===== src/rtl/seven_seg_scan_decoder_if.sv =====
// Signal bundle between a scanned four-digit seven-segment display and its
// decoder: active-low scan lines in, published digit codes and status out.
interface seven_seg_scan_decoder_if;
  logic [3:0] digit_in;
  logic [6:0] seg_in;
  logic [3:0] code0;
  logic [3:0] code1;
  logic [3:0] code2;
  logic [3:0] code3;
  logic       disp_valid;
  logic       upd;
  logic       err;
  logic       lost;

  modport master (
    output digit_in, seg_in,
    input  code0, code1, code2, code3, disp_valid, upd, err, lost
  );

  modport slave (
    input  digit_in, seg_in,
    output code0, code1, code2, code3, disp_valid, upd, err, lost
  );
endinterface


===== src/rtl/seven_seg_scan_decoder.sv =====
// Recovers the four digit codes from a multiplexed active-low seven-segment
// scan and publishes them once enough identical complete frames have been seen.
module seven_seg_scan_decoder #(
  parameter int unsigned STABLE_FRAMES = 2,
  parameter int unsigned TIMEOUT       = 1024
) (
  input logic                     clk,
  input logic                     rst,
  seven_seg_scan_decoder_if.slave scan_if
);

  localparam int unsigned IDLE_W  = $clog2(TIMEOUT + 1);
  localparam logic [3:0]  BLANK   = 4'd10;
  localparam logic [3:0]  INVALID = 4'd15;
  localparam logic [3:0]  CNT_MAX = 4'd15;

  // Segment pattern (g..a, active low) to digit code.
  function automatic logic [3:0] seg_decode(input logic [6:0] seg);
    logic [3:0] code;
    case (seg)
      7'b1000000: code = 4'd0;
      7'b1111001: code = 4'd1;
      7'b0100100: code = 4'd2;
      7'b0110000: code = 4'd3;
      7'b0011001: code = 4'd4;
      7'b0010010: code = 4'd5;
      7'b0000010: code = 4'd6;
      7'b1111000: code = 4'd7;
      7'b0000000: code = 4'd8;
      7'b0010000: code = 4'd9;
      7'b1111111: code = BLANK;
      default:    code = INVALID;
    endcase
    return code;
  endfunction

  logic [3:0]       dig_q,        dig_prev_q;
  logic [6:0]       seg_q,        seg_prev_q;
  logic             done_q,       done_d;
  logic [3:0][3:0]  shadow_q,     shadow_d;
  logic [3:0]       seen_q,       seen_d;
  logic [3:0][3:0]  prev_frame_q, prev_frame_d;
  logic [3:0]       cnt_q,        cnt_d;
  logic [3:0][3:0]  codes_q,      codes_d;
  logic             valid_q,      valid_d;
  logic [IDLE_W-1:0] idle_q,      idle_d;
  logic             upd_q,        upd_d;
  logic             err_q,        err_d;
  logic             lost_q,       lost_d;

  logic             stable_c;
  logic             act_c;
  logic             capture_c;
  logic             multi_c;
  logic [1:0]       pos_c;
  logic [3:0]       code_c;
  logic [3:0][3:0]  frame_c;
  logic             frame_bad_c;

  // Input sampling and state registers.
  always_ff @(posedge clk or posedge rst) begin
    if (rst) begin
      dig_q        <= 4'hF;
      seg_q        <= 7'h7F;
      dig_prev_q   <= 4'hF;
      seg_prev_q   <= 7'h7F;
      done_q       <= 1'b0;
      shadow_q     <= {4{BLANK}};
      seen_q       <= 4'h0;
      prev_frame_q <= {4{BLANK}};
      cnt_q        <= 4'd0;
      codes_q      <= {4{BLANK}};
      valid_q      <= 1'b0;
      idle_q       <= '0;
      upd_q        <= 1'b0;
      err_q        <= 1'b0;
      lost_q       <= 1'b0;
    end else begin
      dig_q        <= scan_if.digit_in;
      seg_q        <= scan_if.seg_in;
      dig_prev_q   <= dig_q;
      seg_prev_q   <= seg_q;
      done_q       <= done_d;
      shadow_q     <= shadow_d;
      seen_q       <= seen_d;
      prev_frame_q <= prev_frame_d;
      cnt_q        <= cnt_d;
      codes_q      <= codes_d;
      valid_q      <= valid_d;
      idle_q       <= idle_d;
      upd_q        <= upd_d;
      err_q        <= err_d;
      lost_q       <= lost_d;
    end
  end

  // Capture detection, frame assembly, publishing and idle supervision.
  always_comb begin
    done_d       = done_q;
    shadow_d     = shadow_q;
    seen_d       = seen_q;
    prev_frame_d = prev_frame_q;
    cnt_d        = cnt_q;
    codes_d      = codes_q;
    valid_d      = valid_q;
    idle_d       = idle_q;
    upd_d        = 1'b0;
    err_d        = 1'b0;
    lost_d       = lost_q;
    pos_c        = 2'd0;
    code_c       = seg_decode(seg_q);
    frame_c      = shadow_q;
    frame_bad_c  = 1'b0;

    for (int i = 0; i < 4; i++) begin
      if (!dig_q[i]) pos_c = 2'(i);
    end

    // A run of identical samples acts once, on its second sample.
    stable_c  = (dig_q == dig_prev_q) && (seg_q == seg_prev_q);
    act_c     = stable_c && !done_q;
    done_d    = stable_c;
    capture_c = act_c && $onehot(~dig_q);
    multi_c   = act_c && (dig_q != 4'hF) && !$onehot(~dig_q);

    if (multi_c) err_d = 1'b1;

    if (capture_c) begin
      idle_d          = '0;
      lost_d          = 1'b0;
      err_d           = (code_c == INVALID);
      frame_c[pos_c]  = code_c;
      shadow_d        = frame_c;
      seen_d          = seen_q | (4'b1 << pos_c);

      if (seen_d == 4'hF) begin
        seen_d = 4'h0;
        for (int i = 0; i < 4; i++) begin
          if (frame_c[i] == INVALID) frame_bad_c = 1'b1;
        end
        if (frame_bad_c) begin
          cnt_d = 4'd0;
        end else if (frame_c == prev_frame_q) begin
          cnt_d = (cnt_q == CNT_MAX) ? CNT_MAX : cnt_q + 4'd1;
        end else begin
          cnt_d = 4'd1;
        end
        prev_frame_d = frame_c;
        if ((cnt_d >= 4'(STABLE_FRAMES)) && ((frame_c != codes_q) || !valid_q)) begin
          codes_d = frame_c;
          valid_d = 1'b1;
          upd_d   = (frame_c != codes_q);
        end
      end
    end else if (idle_q != IDLE_W'(TIMEOUT)) begin
      idle_d = idle_q + IDLE_W'(1);
      // Scan has gone quiet: drop validity and any partial frame, keep codes.
      if (idle_d == IDLE_W'(TIMEOUT)) begin
        lost_d  = 1'b1;
        valid_d = 1'b0;
        seen_d  = 4'h0;
        cnt_d   = 4'd0;
      end
    end
  end

  assign scan_if.code0      = codes_q[0];
  assign scan_if.code1      = codes_q[1];
  assign scan_if.code2      = codes_q[2];
  assign scan_if.code3      = codes_q[3];
  assign scan_if.disp_valid = valid_q;
  assign scan_if.upd        = upd_q;
  assign scan_if.err        = err_q;
  assign scan_if.lost       = lost_q;

endmodule


===== src/flat_wrapper.sv =====
// flat-port wrapper written by rule: the top's interface ports become plain ports
module seven_seg_scan_decoder_flat 
#(
  parameter int unsigned STABLE_FRAMES = 2,
  parameter int unsigned TIMEOUT       = 1024
)
  (clk, rst, scan_if_digit_in, scan_if_seg_in, scan_if_code0, scan_if_code1, scan_if_code2, scan_if_code3, scan_if_disp_valid, scan_if_upd, scan_if_err, scan_if_lost);
  seven_seg_scan_decoder_if scan_if_i ();
  input logic clk;
  input logic rst;
  input wire logic [$bits(scan_if_i.digit_in)-1:0] scan_if_digit_in;
  input wire logic [$bits(scan_if_i.seg_in)-1:0] scan_if_seg_in;
  output wire logic [$bits(scan_if_i.code0)-1:0] scan_if_code0;
  output wire logic [$bits(scan_if_i.code1)-1:0] scan_if_code1;
  output wire logic [$bits(scan_if_i.code2)-1:0] scan_if_code2;
  output wire logic [$bits(scan_if_i.code3)-1:0] scan_if_code3;
  output wire logic [$bits(scan_if_i.disp_valid)-1:0] scan_if_disp_valid;
  output wire logic [$bits(scan_if_i.upd)-1:0] scan_if_upd;
  output wire logic [$bits(scan_if_i.err)-1:0] scan_if_err;
  output wire logic [$bits(scan_if_i.lost)-1:0] scan_if_lost;
  assign scan_if_i.digit_in = scan_if_digit_in;
  assign scan_if_i.seg_in = scan_if_seg_in;
  assign scan_if_code0 = scan_if_i.code0;
  assign scan_if_code1 = scan_if_i.code1;
  assign scan_if_code2 = scan_if_i.code2;
  assign scan_if_code3 = scan_if_i.code3;
  assign scan_if_disp_valid = scan_if_i.disp_valid;
  assign scan_if_upd = scan_if_i.upd;
  assign scan_if_err = scan_if_i.err;
  assign scan_if_lost = scan_if_i.lost;
  seven_seg_scan_decoder #(.STABLE_FRAMES(STABLE_FRAMES), .TIMEOUT(TIMEOUT)) u_core (.clk(clk), .rst(rst), .scan_if(scan_if_i));
endmodule

===== config.mk =====
export PLATFORM = sky130hd
export DESIGN_NAME = seven_seg_scan_decoder_flat
export DESIGN_NICKNAME = d
export VERILOG_FILES = /design/src/rtl/seven_seg_scan_decoder_if.sv /design/src/rtl/seven_seg_scan_decoder.sv /design/src/flat_wrapper.sv
export SDC_FILE = /design/constraint.sdc
export NUM_CORES = 1
export LEC_CHECK = 0
export CORE_ASPECT_RATIO = 0.75
export CORE_MARGIN = 2
export CORE_UTILIZATION = 61
export CTS_CLUSTER_SIZE = 10
export DETAILED_ROUTE_END_ITERATION = 8
export GPL_TIMING_DRIVEN = 0
export PLACE_DENSITY = 0.81
export SYNTH_ARGS = -nofsm -noshare
export SYNTH_HDL_FRONTEND = slang
export SYNTH_SLANG_ARGS = --single-unit

===== constraint.sdc =====
create_clock -name clk -period 5.1 [get_ports clk]
set_input_delay 1.02 -clock clk [delete_from_list [all_inputs] [get_ports clk]]
set_output_delay 1.02 -clock clk [all_outputs]
set_load 0.02 [all_outputs]

## Yosys cells after proc, flatten, opt, wreduce, memory -nomap -nowiden

Cells that the tools add are included.

| word-level totals | value |
|---|---|
| word-level logic and storage cells | 120 |
| bits in registers | 94 |
| output and inout port bits | 20 |
| input bits | 13 |

| operators by class | value |
|---|---|
| equality and inequality tests | 27 |
| shift operators | 1 |
| reductions and logical operators | 19 |
| multiplexer cells | 39 |
| magnitude comparators | 3 |
| bitwise operators | 2 |
| add/subtract/negate cells | 5 |

Operators with widths:

| kind | count |
|---|---|
| $mux 4 | 12 |
| $pmux 4 s11 | 1 |
| $eq 4x4->1 const B | 7 |
| $eq 7x7->1 const B | 4 |
| $mux 11 | 2 |
| $eq 7x5->1 const B | 3 |
| $mux 1 | 20 |
| $bwmux 16 | 1 |
| $eq 16x16->1 | 1 |
| $ne 16x16->1 | 1 |
| $eq 7x6->1 const B | 2 |
| $add 11x1->11 const B | 1 |
| $eq 11x11->1 const B | 1 |
| $ne 11x11->1 const B | 1 |
| $demux 4 s2 | 1 |
| $eq 7x2->1 const B | 1 |
| $eq 7x7->1 | 1 |
| $logic_and 1x1->1 | 7 |
| $logic_not 7->1 | 1 |
| $reduce_and 3->1 | 2 |
| $add 1x1->2 | 2 |
| $add 4x1->4 const B | 1 |
| $eq 4x4->1 | 1 |
| $ge 4x2->1 const B | 1 |
| other kinds (15) | 21 |

## Depth between registers and ports, before layout

| logic depth | value |
|---|---|
| depth after elaboration | 23 |
| depth in mapped cells | 15 |
| mapped depth without buffers | 11 |

## Worst setup path before layout

No wires, ideal clock.

| timing path | value |
|---|---|
| path type | register to register |
| from | reg u_core.dig_q[3] |
| to | reg u_core.codes_q (netlist bit u_core.scan_if.code2[0]) |
| setup slack | 1,350 ps |
| library setup time | 125 ps |
| data arrival time | 3,625 ps |
| required time | 4,975 ps |
| path buffers | 3 |
| period minus slack after synthesis | 3,750 ps |
| stages on the path, launching flop included | 15 |
| cells stage by stage | dfstp_2 > buf_2 > inv_2 > ha_1 > ha_1 > fa_1 > nor3b_1 > and2_1 > clkbuf_1 > o221a_2 > o31ai_1 > and4b_1 > buf_2 > o2111ai_4 > mux2_4 |

| between the ends | value |
|---|---|
| word-level cells in the longest chain between the ends | 19 |
| elaborated cells on any way between the ends | 38 |
| classes of those cells | add/sub (2); order compare (3); eq/ne (9); shift (1); mux (14); bitwise (2); reduce/logical (7) |

RTL lines:

| element | RTL line | text |
|---|---|---|
| start, declared | seven_seg_scan_decoder.sv:37 | `logic [3:0] dig_q, dig_prev_q;` |
| start signal, assigned | seven_seg_scan_decoder.sv:79 | `dig_q <= scan_if.digit_in;` |
| $mux 2 | seven_seg_scan_decoder.sv:116 | `if (!dig_q[i]) pos_c = 2'(i);` |
| $lt 2x3->1 (not written as such) / $ge 2x1->1 (equally long branches) | seven_seg_scan_decoder.sv:132 | `frame_c[pos_c] = code_c;` |
| $logic_and 1x1->1 (not written as such) | seven_seg_scan_decoder.sv:132 |  |
| $mux 4 (not written as such) | seven_seg_scan_decoder.sv:132 |  |
| $demux 4 s2 | -- |  |
| $bwmux 16 | seven_seg_scan_decoder.sv:132 |  |
| $eq 4x4->1 | seven_seg_scan_decoder.sv:139 | `if (frame_c[i] == INVALID) frame_bad_c = 1'b1;` |
| $mux 1 (4 in a row) | seven_seg_scan_decoder.sv:139 |  |
| $mux 1 | seven_seg_scan_decoder.sv:136 | `if (seen_d == 4'hF) begin` |
| $mux 1 | seven_seg_scan_decoder.sv:128 | `if (capture_c) begin` |
| $mux 4 | seven_seg_scan_decoder.sv:141 | `if (frame_bad_c) begin` |
| $mux 4 | seven_seg_scan_decoder.sv:136 |  |
| $mux 4 | seven_seg_scan_decoder.sv:128 |  |
| $ge 4x2->1 | seven_seg_scan_decoder.sv:149 | `if ((cnt_d >= 4'(STABLE_FRAMES)) && ((frame_c != codes_q) \|\| !valid_q)) begin` |
| $logic_and 1x1->1 | seven_seg_scan_decoder.sv:149 |  |
| $reduce_and 3->1 (no source line) | -- |  |
| end signal, assigned | seven_seg_scan_decoder.sv:72 | `codes_q <= {4{BLANK}};` |
| end signal, assigned | seven_seg_scan_decoder.sv:88 | `codes_q <= codes_d;` |
| end, declared | seven_seg_scan_decoder.sv:44 | `logic [3:0][3:0] codes_q, codes_d;` |

Parallel ways exist; a longest one is shown, timed or not. The select of a mux whose other input is x is not followed.
A chain may end at the register's enable or synchronous reset.

## Final worst setup path

| timing path | value |
|---|---|
| from | reg u_core.dig_q[2] |
| to | reg u_core.codes_q (netlist bit u_core.scan_if.code1[0]) |

| between the ends | value |
|---|---|
| word-level cells in the longest chain between the ends | 20 |
| elaborated cells on any way between the ends | 39 |
| classes of those cells | add/sub (2); order compare (3); eq/ne (9); shift (1); mux (15); bitwise (2); reduce/logical (7) |

RTL lines:

| element | RTL line |
|---|---|
| $mux 2 (2 in a row) | seven_seg_scan_decoder.sv:116 |
| $lt 2x3->1 (not written as such) / $ge 2x1->1 (equally long branches) | seven_seg_scan_decoder.sv:132 |
| $logic_and 1x1->1 (not written as such) | seven_seg_scan_decoder.sv:132 |
| $mux 4 (not written as such) | seven_seg_scan_decoder.sv:132 |
| $demux 4 s2 | -- |
| $bwmux 16 | seven_seg_scan_decoder.sv:132 |
| $eq 4x4->1 | seven_seg_scan_decoder.sv:139 |
| $mux 1 (4 in a row) | seven_seg_scan_decoder.sv:139 |
| $mux 1 | seven_seg_scan_decoder.sv:136 |
| $mux 1 | seven_seg_scan_decoder.sv:128 |
| $mux 4 | seven_seg_scan_decoder.sv:141 |
| $mux 4 | seven_seg_scan_decoder.sv:136 |
| $mux 4 | seven_seg_scan_decoder.sv:128 |
| $ge 4x2->1 | seven_seg_scan_decoder.sv:149 |
| $logic_and 1x1->1 | seven_seg_scan_decoder.sv:149 |
| $reduce_and 3->1 (no source line) | -- |

Parallel ways exist; a longest one is shown, timed or not. The select of a mux whose other input is x is not followed.

==> Implementation_results.wiki <==
{| class="wikitable"
! Metric !! Value
|-
| Number of placed instances, taps included || roughly 820
|-
| Aggregate global routing overflow || 0
|-
| Post-synth top area share || about 20%
|-
| Leakage power total || ~0.0028 uW
|-
| Die ar. || about 11,000 um^2
|-
| Commonest cells post-synth || nand2_1, nor2_1, o21ai_0
|-
| HPWL Detailed || 14,600 um
|-
| Max Fclk || ~0.21 GHz
|-
| Port-buffer cells || 32
|-
| Required time worst endpoint || between 5 and 6 ns
|-
| Setup total negative slack || 0 ns
|-
| Setup crit end kind || flip-flop
|-
| Cts bufs inserted || 9
|-
| Rows || 31
|-
| Clock tree from TritonCTS || built
|-
| WP buf/inv || 4
|-
| Detailed Route Iter0 Violations || around 800
|-
| Highest-utilization routing layer at the global route stage || met2
|-
| Part of the Yosys area used for sequential elements || 40.3%
|-
| Mapped Cells || 656
|-
| Path class of the lowest-slack min-delay path || flip-flop to flip-flop
|-
| Via count of the first global-routing pass || 5,540
|-
| Maximum number of pins on one net before global-route repair || 70
|-
| Worst max-slew margin expressed relative to the limit || between 20% and 30%
|-
| Share of the clock period used by the worst path after layout || between 90% and 100%
|-
| Clock-pin slew of the registers on the worst-case setup and hold paths || 0.07 ns
|-
| Delay contributed by the slowest stage of the critical path || roughly 0.60 ns
|-
| Highest net fanout along the worst path || 10
|-
| Post-route minimum period || between 4 and 5 ns
|-
| Register bit count reported by yosys || 94
|-
| Number of nets at the end of the flow || approximately 720
|-
| Number of vias after detailed routing || about 5.6k
|-
| Worst Setup Path Type || flip-flop to flip-flop
|-
| DRT Wirelength || a little under 20,000 um
|-
| Library cell with the highest instance count after synthesis || nand2_1
|-
| Crit path setup slack, layout || around 0.4 ns
|-
| Yosys top cell by area || dfstp_2
|-
| Starting Density || between 60 and 70%
|-
| Global Route Usage Sum || 37.7%
|-
| Final antenna diode count || 0
|-
| Detail Route Antenna Nets || 0
|-
| Count of cell types in the netlist || 85
|-
| Most frequently used flop master after synthesis || dfrtp_1
|-
| Worst Hold Depth || 0
|-
| GR met1 Demand/Resource || 53.0%
|-
| Master of the slowest instance on the critical path || dfstp_2
|-
| Synth Net Count || ~680
|-
| Cell-by-cell listing of the critical path || ha_1, buf_2, clkinv_1, a21oi_1, clkbuf_1, a221oi_1, o21ai_0, and4_1, nand4_1, or4_4, o2111ai_4, buf_12, mux2i_1
|-
| FFs w/ async S/R, synth || 100%
|-
| Worst Clk Skew || approximately 0.009 ns
|-
| Endpoint arrival time on the critical path || roughly 5.0 ns
|-
| Max-cap check violation count || 0
|-
| Final Wtd Congestion || 1.04
|-
| Final-report hold violation count || 0
|-
| Cell family with the largest share of critical-path delay || compound AO/OA/AOI/OAI gates
|-
| Worst-skew pair later-pin latency || between 0.3 and 0.4 ns
|-
| Average instance area after synthesis || between 9 and 10 um^2
|-
| Post-synth EDFFs || 0
|-
| PwrDens || between 200 and 300 nW/um^2
|-
| Post-cts repair resize count || 0
|-
| Maximum vdd drop || roughly 200 uV
|-
| Final Instance Count excl. Fillers || roughly 840
|-
| Post-DP Area || about 6500 um^2
|-
| Unrepaired setup endpoints after global routing || no
|-
| Met3 track demand over resource in global routing || about an eighth
|-
| Total stage count of the critical path || 13
|-
| Boundary Pins || 33
|-
| Area of the core region || between 9000 and 10,000 um^2
|-
| H-tree levels || 3
|-
| Average detailed-routed wire length per instance || 23.3 um
|-
| Global-route wire length before repair || just over 30,000 um
|-
| Fraction of final layout cells sized beyond drive strength 1 || between 10% and 20%
|-
| Biggest area contributors in the synthesized netlist || dfstp_2, dfrtp_1, nand2_1
|-
| Area of all placed cells without fillers || approximately 6800 um^2
|-
| Met2 global-route usage || a little under three fifths
|-
| Depth of the worst register-to-register path || 13
|-
| Slew at the pin closest to its max-slew limit || around 1.1 ns
|-
| X dimension of the die || about 120 um
|-
| Synthesis-to-finish area growth || 13.4%
|-
| Worst setup slack before clock tree synthesis || just over 0.6 ns
|-
| Antenna violations before repair || 0
|-
| CTS max path bufs || 2
|-
| Buffers inserted during post-CTS setup optimization || 0
|-
| Post-cts hold buffer count || 0
|-
| Clock Sink Count || 94
|-
| Clock root cell || clkbuf_16
|-
| DIE HEIGHT || about 90 um
|-
| Synth warnings || 0
|-
| Number of design rule violations left after detail routing || 0
|-
| Post-Synthesis Cell Area || about 6000 um^2
|-
| Vias per cell || roughly 6.7
|-
| Slew Limit Fails || 0
|-
| Final Setup Violations || 0
|-
| Run status || finished, final reports clean
|-
| CP Launch Type || flip-flop
|-
| Number of iterations in the first detailed-routing pass || 5
|}
through the flow:
step	total power (uW)	hold slack, ns	utilization (%)
floorplan	992	0.352	-
global placement	1050	0.354	67.5
detailed placement	1070	0.361	67.8
CTS	1730	0.370	70.8
global route	1780	0.379	70.8
finish	1730	0.367	70.8
cells in the final DEF, fill, tap and decap left out, types with 5 or more instances in the layout:
cell type        count
clkbuf_1            13
and2_1               6
mux2i_1             22
nor2b_1             10
inv_1               29
buf_2               11
a22oi_1              5
xor2_1              20
a21oi_1             37
nand2_1             66
nand2b_1             9
nor3_1              16
a221oi_1             5
xnor2_1             21
nor2_1              56
ha_1                 9
o21ai_0             49
o31ai_1              5
o22ai_1              7
a2111oi_0            6
dfstp_2             46
clkdlybuf4s50_1     32
a31oi_1              5
dfrtp_1             48
nand4_1              8
nor4_1               8
nand3_1             20
a211oi_1             8
clkbuf_16            9
power breakdown:
part	switching [uW]	total (uW)	leakage, uW	internal [uW]
Combinational	148	237	0.00155	89.8
Clock	321	664	0.000145	343
Sequential	39.5	825	0.00114	786
flip-flops by register name (all words and copies together), names as in the netlist:
| signal | flops |
|---|---|
| u_core.scan_if.lost | 1 |
| u_core.scan_if.code0 | 4 |
| u_core.shadow_q | 16 |
| u_core.scan_if.disp_valid | 1 |
| u_core.cnt_q | 4 |
| u_core.scan_if.err | 1 |
| u_core.dig_prev_q | 4 |
| u_core.seen_q | 4 |
| u_core.prev_frame_q | 16 |
| u_core.scan_if.code3 | 4 |
| u_core.seg_q | 7 |
| u_core.idle_q | 11 |
| u_core.done_q | 1 |
| u_core.seg_prev_q | 7 |
| u_core.scan_if.code1 | 4 |
| u_core.scan_if.code2 | 4 |
| u_core.scan_if.upd | 1 |
| u_core.dig_q | 4 |
layout make-up:
class / count / area (um^2)
Multi-Input combinational cell: 495 / 3260
Fill cell: 759 / 2800
Sequential cell: 94 / 2410
Timing Repair Buffer: 33 / 348
Clock buffer: 9 / 225
Buffer: 34 / 181
Tap cell: 132 / 165
Inverter: 33 / 126
Clock inverter: 7 / 62.6
metal layers:
metal | wire [um] | vias to the layer above
li1 | - | 2460
met5 | 0 | -
met4 | 445 | 0
met3 | 2360 | 48
met2 | 8520 | 350
met1 | 8190 | 2757
worst register-to-register path: stages (launching register included):
cell and delay [ns]:
dfstp_2 0.60, ha_1 0.17, buf_2 0.24, clkinv_1 0.36
a21oi_1 0.47, clkbuf_1 0.51, a221oi_1 0.17, o21ai_0 0.33
and4_1 0.26, nand4_1 0.13, or4_4 0.47, o2111ai_4 0.46
buf_12 0.22, mux2i_1 0.22
cell families after synthesis:
| logic type | after synthesis | synth area share (%) |
|---|---|---|
| simple gates | 234 | 20.2 |
| compound gates | 181 | 21.0 |
| flops | 94 | 40.3 |
| buf+inv | 67 | 5.11 |
| xor+xnor | 41 | 6.01 |
| mux | 29 | 5.19 |
| fa+ha+maj | 10 | 2.22 |
final timing paths:
kind                                                start                                   to  slack (ns)
min in group asynchronous                             rst         u_core.scan_if.err$_DFF_PP0_        1.00
worst min register to register  u_core.seg_q[1]$_DFF_PP1_       u_core.seg_prev_q[1]$_DFF_PP1_        0.37
worst min-delay path            u_core.seg_q[1]$_DFF_PP1_       u_core.seg_prev_q[1]$_DFF_PP1_        0.37
worst max-delay path            u_core.dig_q[2]$_DFF_PP1_  u_core.scan_if.code1[0]$_DFFE_PP0P_        0.40
worst max register to register  u_core.dig_q[2]$_DFF_PP1_  u_core.scan_if.code1[0]$_DFFE_PP0P_        0.40
max in group asynchronous                             rst  u_core.scan_if.code2[1]$_DFFE_PP1P_        3.41
Note: power is estimated with default switching activity, not from simulation.
